[src/rtl/awgn_pkg.sv]
// Shared constants and types for the AWGN noise-path arithmetic blocks.
// The antilog stage reuses the log unit's code offset and its 5/7 scale.
package awgn_pkg;

  localparam int W_OUT   = 48;
  localparam int LOG_OFS = 44;
  localparam int NUM     = 5;
  localparam int DEN     = 7;

  localparam int IDX_W = 6;   // holds p in 0..W_OUT-1
  localparam int D_W   = 9;   // signed d = LOG_OFS - log_in, range -83..172
  localparam int NUM_W = 10;  // d*NUM, at most 860
  localparam int QUO_W = 7;   // quotient, at most 122
  localparam int REM_W = 3;   // remainder, below DEN
  localparam int CNT_W = 4;   // enough for NUM_W-1 down-counting steps

  typedef enum logic [1:0] {
    IDLE,
    MUL,
    DIV,
    DONE
  } state_t;

  localparam logic [W_OUT-1:0] MSB_ONE = {1'b1, {(W_OUT-1){1'b0}}};

  // One-hot magnitude whose single set bit sits p places below the MSB.
  function automatic logic [W_OUT-1:0] onehot_from_msb(input logic [IDX_W-1:0] p);
    return MSB_ONE >> p;
  endfunction

endpackage

[src/rtl/seq_udiv.sv]
// Sequential restoring divider by the constant DEN: one quotient bit per
// cycle, MSB first, NUM_W cycles per division.
module seq_udiv
  import awgn_pkg::*;
(
  input  logic             clk,
  input  logic             rst,
  input  logic             start,
  input  logic [NUM_W-1:0] dividend,
  output logic             busy,
  output logic             done,
  output logic [QUO_W-1:0] quotient,
  output logic [REM_W-1:0] remainder
);

  logic [CNT_W-1:0] cnt_q;
  logic [NUM_W-1:0] quo_q;
  logic [REM_W-1:0] rem_q;

  logic [REM_W:0]   shifted;
  logic [REM_W:0]   diff;
  logic             fits;
  logic [REM_W-1:0] rem_nxt;
  logic [NUM_W-1:0] quo_nxt;
  logic             unused_bits;

  // The dividend shifts out of the top of quo_q while quotient bits enter at the bottom.
  assign shifted = {rem_q, quo_q[NUM_W-1]};
  assign diff    = shifted - (REM_W+1)'(DEN);
  assign fits    = shifted >= (REM_W+1)'(DEN);
  assign rem_nxt = fits ? diff[REM_W-1:0] : shifted[REM_W-1:0];
  assign quo_nxt = {quo_q[NUM_W-2:0], fits};

  // Results are the post-step values, so they are complete in the cycle done is high.
  assign done      = busy & (cnt_q == '0);
  assign quotient  = quo_nxt[QUO_W-1:0];
  assign remainder = rem_nxt;

  // A quotient of 860/7 never reaches the upper bits; diff's MSB is only a borrow.
  assign unused_bits = ^{quo_nxt[NUM_W-1:QUO_W], diff[REM_W]};

  // NOTE: sequential state uses non-blocking assignments so every register
  // samples pre-edge values regardless of statement order.
  always_ff @(posedge clk or posedge rst) begin
    if (rst) begin
      busy  <= 1'b0;
      cnt_q <= '0;
      quo_q <= '0;
      rem_q <= '0;
    end else if (start) begin
      busy  <= 1'b1;
      cnt_q <= CNT_W'(NUM_W - 1);
      quo_q <= dividend;
      rem_q <= '0;
    end else if (busy) begin
      quo_q <= quo_nxt;
      rem_q <= rem_nxt;
      if (cnt_q == '0) busy <= 1'b0;
      else             cnt_q <= cnt_q - 1'b1;
    end
  end

endmodule

[src/rtl/antilog_seq.sv]
// Approximate antilog: turns a log code back into a one-hot 48-bit magnitude
// via p = floor((LOG_OFS - L) * 5 / 7), with valid/ready on both sides.
module antilog_seq
  import awgn_pkg::*;
(
  input  logic             clk,
  input  logic             rst,
  input  logic             in_valid,
  output logic             in_ready,
  input  logic [7:0]       log_in,
  output logic             out_valid,
  input  logic             out_ready,
  output logic [W_OUT-1:0] exp_out,
  output logic [IDX_W-1:0] idx_out,
  output logic             clamp
);

  state_t           state_q;
  logic [D_W-1:0]   d_q;
  logic             neg_q;

  logic [NUM_W-1:0] num_c;
  logic             div_start;
  logic             div_busy;
  logic             div_done;
  logic [QUO_W-1:0] div_quo;
  logic [REM_W-1:0] div_rem;
  logic             unused_div;

  logic             over_c;
  logic [IDX_W-1:0] p_c;

  // d is at most 172 when non-negative, so its low 8 bits are the magnitude; x5 = x4 + x1.
  assign num_c = d_q[D_W-1] ? '0
                            : ({d_q[D_W-2:0], 2'b00} + {2'b00, d_q[D_W-2:0]});

  assign div_start = (state_q == MUL);

  seq_udiv u_div (
    .clk       (clk),
    .rst       (rst),
    .start     (div_start),
    .dividend  (num_c),
    .busy      (div_busy),
    .done      (div_done),
    .quotient  (div_quo),
    .remainder (div_rem)
  );

  assign unused_div = ^{div_busy, div_rem};

  assign over_c = div_quo > QUO_W'(W_OUT - 1);
  assign p_c    = neg_q  ? '0
                : over_c ? IDX_W'(W_OUT - 1)
                :          div_quo[IDX_W-1:0];

  always_ff @(posedge clk or posedge rst) begin
    if (rst) begin
      state_q   <= IDLE;
      d_q       <= '0;
      neg_q     <= 1'b0;
      in_ready  <= 1'b1;
      out_valid <= 1'b0;
      exp_out   <= '0;
      idx_out   <= '0;
      clamp     <= 1'b0;
    end else begin
      case (state_q)
        IDLE: begin
          if (in_valid) begin
            d_q      <= D_W'(LOG_OFS) - {log_in[7], log_in};
            in_ready <= 1'b0;
            state_q  <= MUL;
          end
        end
        MUL: begin
          neg_q   <= d_q[D_W-1];
          state_q <= DIV;
        end
        DIV: begin
          if (div_done) begin
            exp_out   <= onehot_from_msb(p_c);
            idx_out   <= p_c;
            clamp     <= neg_q | over_c;
            out_valid <= 1'b1;
            state_q   <= DONE;
          end
        end
        DONE: begin
          // Results stay registered after the handshake until the next DONE.
          if (out_ready) begin
            out_valid <= 1'b0;
            in_ready  <= 1'b1;
            state_q   <= IDLE;
          end
        end
        default: state_q <= IDLE;
      endcase
    end
  end

endmodule
[config.mk]
export PLATFORM = sky130hd
export DESIGN_NAME = antilog_seq
export DESIGN_NICKNAME = d
export VERILOG_FILES = /design/src/rtl/awgn_pkg.sv /design/src/rtl/seq_udiv.sv /design/src/rtl/antilog_seq.sv
export SDC_FILE = /design/constraint.sdc
export NUM_CORES = 1
export LEC_CHECK = 0
export ABC_AREA = 1
export CORE_MARGIN = 5
export CORE_UTILIZATION = 35
export CTS_CLUSTER_SIZE = 12
export DETAILED_ROUTE_END_ITERATION = 12
export DONT_BUFFER_PORTS = 1
export GPL_TIMING_DRIVEN = 0
export SETUP_SLACK_MARGIN = 0.3
export SLEW_MARGIN = 0
export SYNTH_ARGS = -nofsm -noshare
export SYNTH_HDL_FRONTEND = slang
export SYNTH_HIERARCHICAL = 1
export SYNTH_SLANG_ARGS = --single-unit
[constraint.sdc]
create_clock -name clk -period 3.62 [get_ports clk]
set_clock_uncertainty 0.1 [all_clocks]
set_input_delay 0.362 -clock clk [delete_from_list [all_inputs] [get_ports clk]]
set_output_delay 0.362 -clock clk [all_outputs]
set_load 0.02 [all_outputs]
# == Word-level counts from Yosys, hierarchy flattened ==
# Cells that the tools add are included.
# totals
ff_bits,87
latch_bits,0
mem_bits_rw,0
romBits,0
input_bits,12
elab_cells,63
memories,0
# op_classes
add_sub_neg,4
n_mul,0
div_mod_pow,0
n_lt_le_gt_ge,2
n_eq_ne,7
shift,1
n_mux,24
n_bitwise,2
reduce_logical,11
# ops
operator,count
"48-bit by 6-bit right shift with 48-bit output, first input constant",1
10-bit 2-to-1 mux,3
4-bit 2-to-1 mux,3
6-bit 2-to-1 mux,2
10-bit by 8-bit adder with 10-bit output,1
3-bit 2-to-1 mux,3
3-bit AND reduction,3
"7-bit by 8-bit subtractor with 9-bit output, first input constant",1
"2-bit inequality test, second input constant",4
2-bit one-hot mux with 4 select lines,1
"7-bit by 6-bit > comparator with 1-bit output, second input constant",1
1-bit 2-to-1 mux,7
2-bit 2-to-1 mux,3
2-bit AND reduction,3
2-bit nonzero test,3
"2-bit == test, second input constant",2
"4-bit by 3-bit >= comparator with 1-bit output, second input constant",1
4-bit zero test,1
1-bit one-hot mux with 2 select lines,2
"4-bit by 1-bit subtractor with 4-bit output, second input constant",1
"3-bit subtractor, second input constant",1
"2-bit by 1-bit == test with 1-bit output, second input constant",1
2-bit zero test,1
1-bit AND,1
1-bit OR,1

# == Logic depth before layout (Yosys ltp) ==
# logic_depth
word_depth,5
mapped_depth,11
mapped_depth_nobuf,10

# == By module ==
# The synthesis kept the hierarchy.
# modules_own_cells
mod,n_inst,cells_each,area_per_inst_um2,seq_area_each_um2
antilog_seq,1,420,3530.9,1727.9
seq_udiv,1,121,948.4,450.4

# == Worst setup path before layout ==
# OpenSTA, ideal clock, no wires.
# synth_timing
kind,flip-flop to flip-flop
from,reg u_div.cnt_q[0]
to,reg exp_out[33]
setup_ns,0.066
arrival_time_ns,1.619
setup_slack_ns,1.835
path_stages_with_launch,12
n_path_buf,2
period_less_slack_ns,1.785
path_cell_list,dfrtp_1 -> inv_1 -> ha_1 -> nand2_1 -> nor2_1 -> nand2_2 -> inv_1 -> and2_1 -> buf_4 -> buf_6 -> nand4_1 -> nand2_1
# synth_between
elab_chain_cells,3
# synth_lines
item,line_no,rtl
"start, declared",seq_udiv.sv:16,logic [CNT_W-1:0] cnt_q;
"start signal, assigned",seq_udiv.sv:52,cnt_q <= CNT_W'(NUM_W - 1);
"start signal, assigned",seq_udiv.sv:59,else cnt_q <= cnt_q - 1'b1;
4-bit zero test,seq_udiv.sv:35,assign done = busy & (cnt_q == '0);
1-bit AND,seq_udiv.sv:35,
via div_done,antilog_seq.sv:25,logic div_done;
2-bit AND reduction (no source line),-,
"end signal, assigned",antilog_seq.sv:82,exp_out <= onehot_from_msb(p_c);
"end, declared",antilog_seq.sv:13,"output logic [W_OUT-1:0] exp_out,"
# The timed path passes the listed nets, and every way through them passes these cells.
# A chain may end at the register's enable or synchronous reset.

# == Final worst setup path ==
# layout_timing
from,reg u_div.cnt_q[0]
to,reg exp_out[37]
# The elaborated chain is that of the path after synthesis.

==> qor.yml <==
outcome:
  status: "finished clean"
job:
  cap_violations: 0
setup_path:
  end_kind: "flip-flop"
  wp_data_arrival_ns: 2.39
  critPathSlowestCell: "sky130_fd_sc_hd__dfrtp_1"
  worst_path_top_cell_family_by_delay: "simple AND/OR/NAND/NOR gates"
  worst-endpoint-required_ns: 3.80
  max_stage_delay_ns: 0.37
  crit_buf_inv: 4
  crit_path_max_fanout: 10
  worstSetupStartpointType: "flip-flop"
  crit_path_cell_trace: "inv_1 > ha_1 > nand2_1 > nor2_1 > nand2_2 > inv_1 > and2_1 > buf_4 > buf_6 > nand4_1 > nand2_1"
  timing_worst_setup_path_type: "flip-flop to flip-flop"
timing:
  setup_viol: 0
  timing.setup.tns_ns: 0
  slew_violations: 0
  finalHoldViolCount: 0
  grt_setup_unrepaired: "no"
  clock.fmax_mhz: 453
  final.min_clock_period_ns: 2.21
  timing.max_slew.rel_slack: 0.416
  final.period_utilization: 0.610
  timing.final.ws_setup_ns: 1.41
  worst_slew_pin_slew_ns: 0.876
clock_network:
  cts_max_level: 3
  clock_path_buffers: 2
  tritoncts_clock_tree: "yes"
  post_cts_buffers: 0
  clk_pin_slew_worst_paths_ns: 0.06
  cts_sinks: 87
  cts_root_buffer: "sky130_fd_sc_hd__clkbuf_16"
  cts-buffers-inserted: 9
  insertion_delay_to_the_later_sink_of_the_worst_skew_pair_ns: 0.34
synth:
  yosysWarnings: 6
  syn_avg_cell_area_um2: 8.30
  synth_nets: 566
  syn_inst: 539
  synth_area_um2: 4470
drt:
  via_per_inst: 4.81
  top_signal_layer_used: "met4"
  first_iter_violations: 225
  met3_wirelength_um: 894
  drt-total-wl_mm: 10.1
  drt_first_pass_iters: 4
  per_cell_routed_wire_length_um: 13.9
  m1_wl_mm: 4.38
  drc: 0
  postRouteAntennaNets: 0
  via_count: 3500
  wl_met2_mm: 4.65
placed_design:
  pre_cts_slack_ns: 1.40
  dp_hpwl_mm: 7.49
  place.port_buffers: 0
  gpl.final_weighted_congestion: 0.807
floorplanning:
  die_h_um: 123
  die_w_um: 123
  placeableCoreArea_um2: 12600
  fp-row-count: 41
  floorplan.io_pins: 69
  floorplan.initialDensity: 0.356
  die_outline_area_um2: 15100
global_routing:
  grt_start_max_net_pins: 70
  grt.total_usage: 0.139
  grt_pass1_wl_mm: 16.5
  grt_antenna_before_repair: 0
  global_route.overflow_total: 0
  grt_pass1_vias: 3324
power:
  intPower_mw: 2.29
  power_switching_mw: 1.88
  power_frac_clock: 0.203
  p_leak_nw: 2.63
  totalPowerFinal_mw: 4.17
  vdd.ir_drop.worst_mv: 0.359
  pwr-share-comb: 0.409
  pwr-share-seq: 0.388
  sw_frac_of_total: 0.451
  power_density_nw_per_um2: 839
hold_path:
  hp-class: "primary input to flip-flop"
final_layout:
  area_growth_syn_to_layout_pct: 11.2
  diodes: 0
  nNetsFinal: 578
  layout-drive-gt1-share: 0.121
[flip-flops by register name (all words and copies together), names as in the netlist, 2 cells and up]
signal	count
u_div/quo_q	10
u_div/rem_q	3
idx_out	6
u_div/cnt_q	4
state_q	2
d_q	9
exp_out	48
[layout by cell type (no fill, tap or decap), drive strengths merged]
cell	instances
fa	1
a21o	1
clkinv	3
nand4	36
inv	47
xor2	2
xnor2	1
nand2	193
nor3	6
dfstp	1
a31oi	2
o21a	1
o211ai	1
o21ai	23
buf	19
or2	1
a22oi	2
clkinvlp	2
dfrtp	86
nand3	45
and2	1
nor3b	1
dlygate4sd3	1
nor2	32
clkbuf	18
o31ai	1
a21oi	14
ha	14
[per-layer routing]
layer | vias up | GRT usage
li1 | 1779 | -
met1 | 1630 | 0.176
met2 | 76 | 0.219
met3 | 15 | 0.0544
met4 | 0 | 0.0450
met5 | - | 0
[timing repair]
action | 4_1_cts | 5_1_grt
hold buffers | 1 | 0
gates resized for setup | 0 | 0
endpoints found under the hold margin | 23 | 0
[final cells by class]
cell class	instances	area (um^2)
sequential	87	2180
clock inverter	6	46.3
clock buffer	9	225
buffer	28	165
timing repair buffer	1	10.0
inverter	46	175
tap	172	215
fill	1299	7600
multi-input combinational	378	1960
[worst register-to-register path, cell delays in order, from the launching register on]
cell and delay [ns]:
sky130_fd_sc_hd__dfrtp_1 0.37, sky130_fd_sc_hd__inv_1 0.14, sky130_fd_sc_hd__ha_1 0.17, sky130_fd_sc_hd__nand2_1 0.10, sky130_fd_sc_hd__nor2_1 0.23, sky130_fd_sc_hd__nand2_2 0.19
sky130_fd_sc_hd__inv_1 0.20, sky130_fd_sc_hd__and2_1 0.15, sky130_fd_sc_hd__buf_4 0.15, sky130_fd_sc_hd__buf_6 0.15, sky130_fd_sc_hd__nand4_1 0.11, sky130_fd_sc_hd__nand2_1 0.09
[through the flow]
step,hold slack (ns),cells,area [um^2],utilization
6_report,0.0719,727,4970,0.396
5_1_grt,0.0642,727,4970,0.396
4_1_cts,0.0643,727,4970,0.396
3_5_place_dp,0.302,711,4690,0.373
3_3_place_gp,0.290,711,4690,0.373
2_1_floorplan,0.201,539,4470,-
[path summary, 6_finish.rpt]
check	from	end	slack, ns	cells after the start
worst max-delay path	u_div/cnt_q[0]	exp_out[37]	1.41	11
worst min-delay path	log_in[7]	d_q[7]	0.07	2
worst max register to register	u_div/cnt_q[0]	exp_out[37]	1.41	11
worst min register to register	u_div/cnt_q[0]	u_div/cnt_q[0]	0.38	2
max in group asynchronous	rst	exp_out[17]	2.24	2
min in group asynchronous	rst	u_div/rem_q[2]	0.54	2
[power groups by stage]
| stage | Combinational (mW) | Sequential (mW) | Clock [mW] |
|---|---|---|---|
| after floorplan | 1.38 | 1.56 | 0 |
| after global placement | 1.66 | 1.63 | 0 |
| after detailed placement | 1.71 | 1.64 | 0 |
| after CTS | 1.72 | 1.63 | 0.877 |
| after global routing | 1.95 | 1.66 | 0.917 |
| final | 1.70 | 1.62 | 0.847 |
Note: power is estimated with default switching activity, not from simulation.
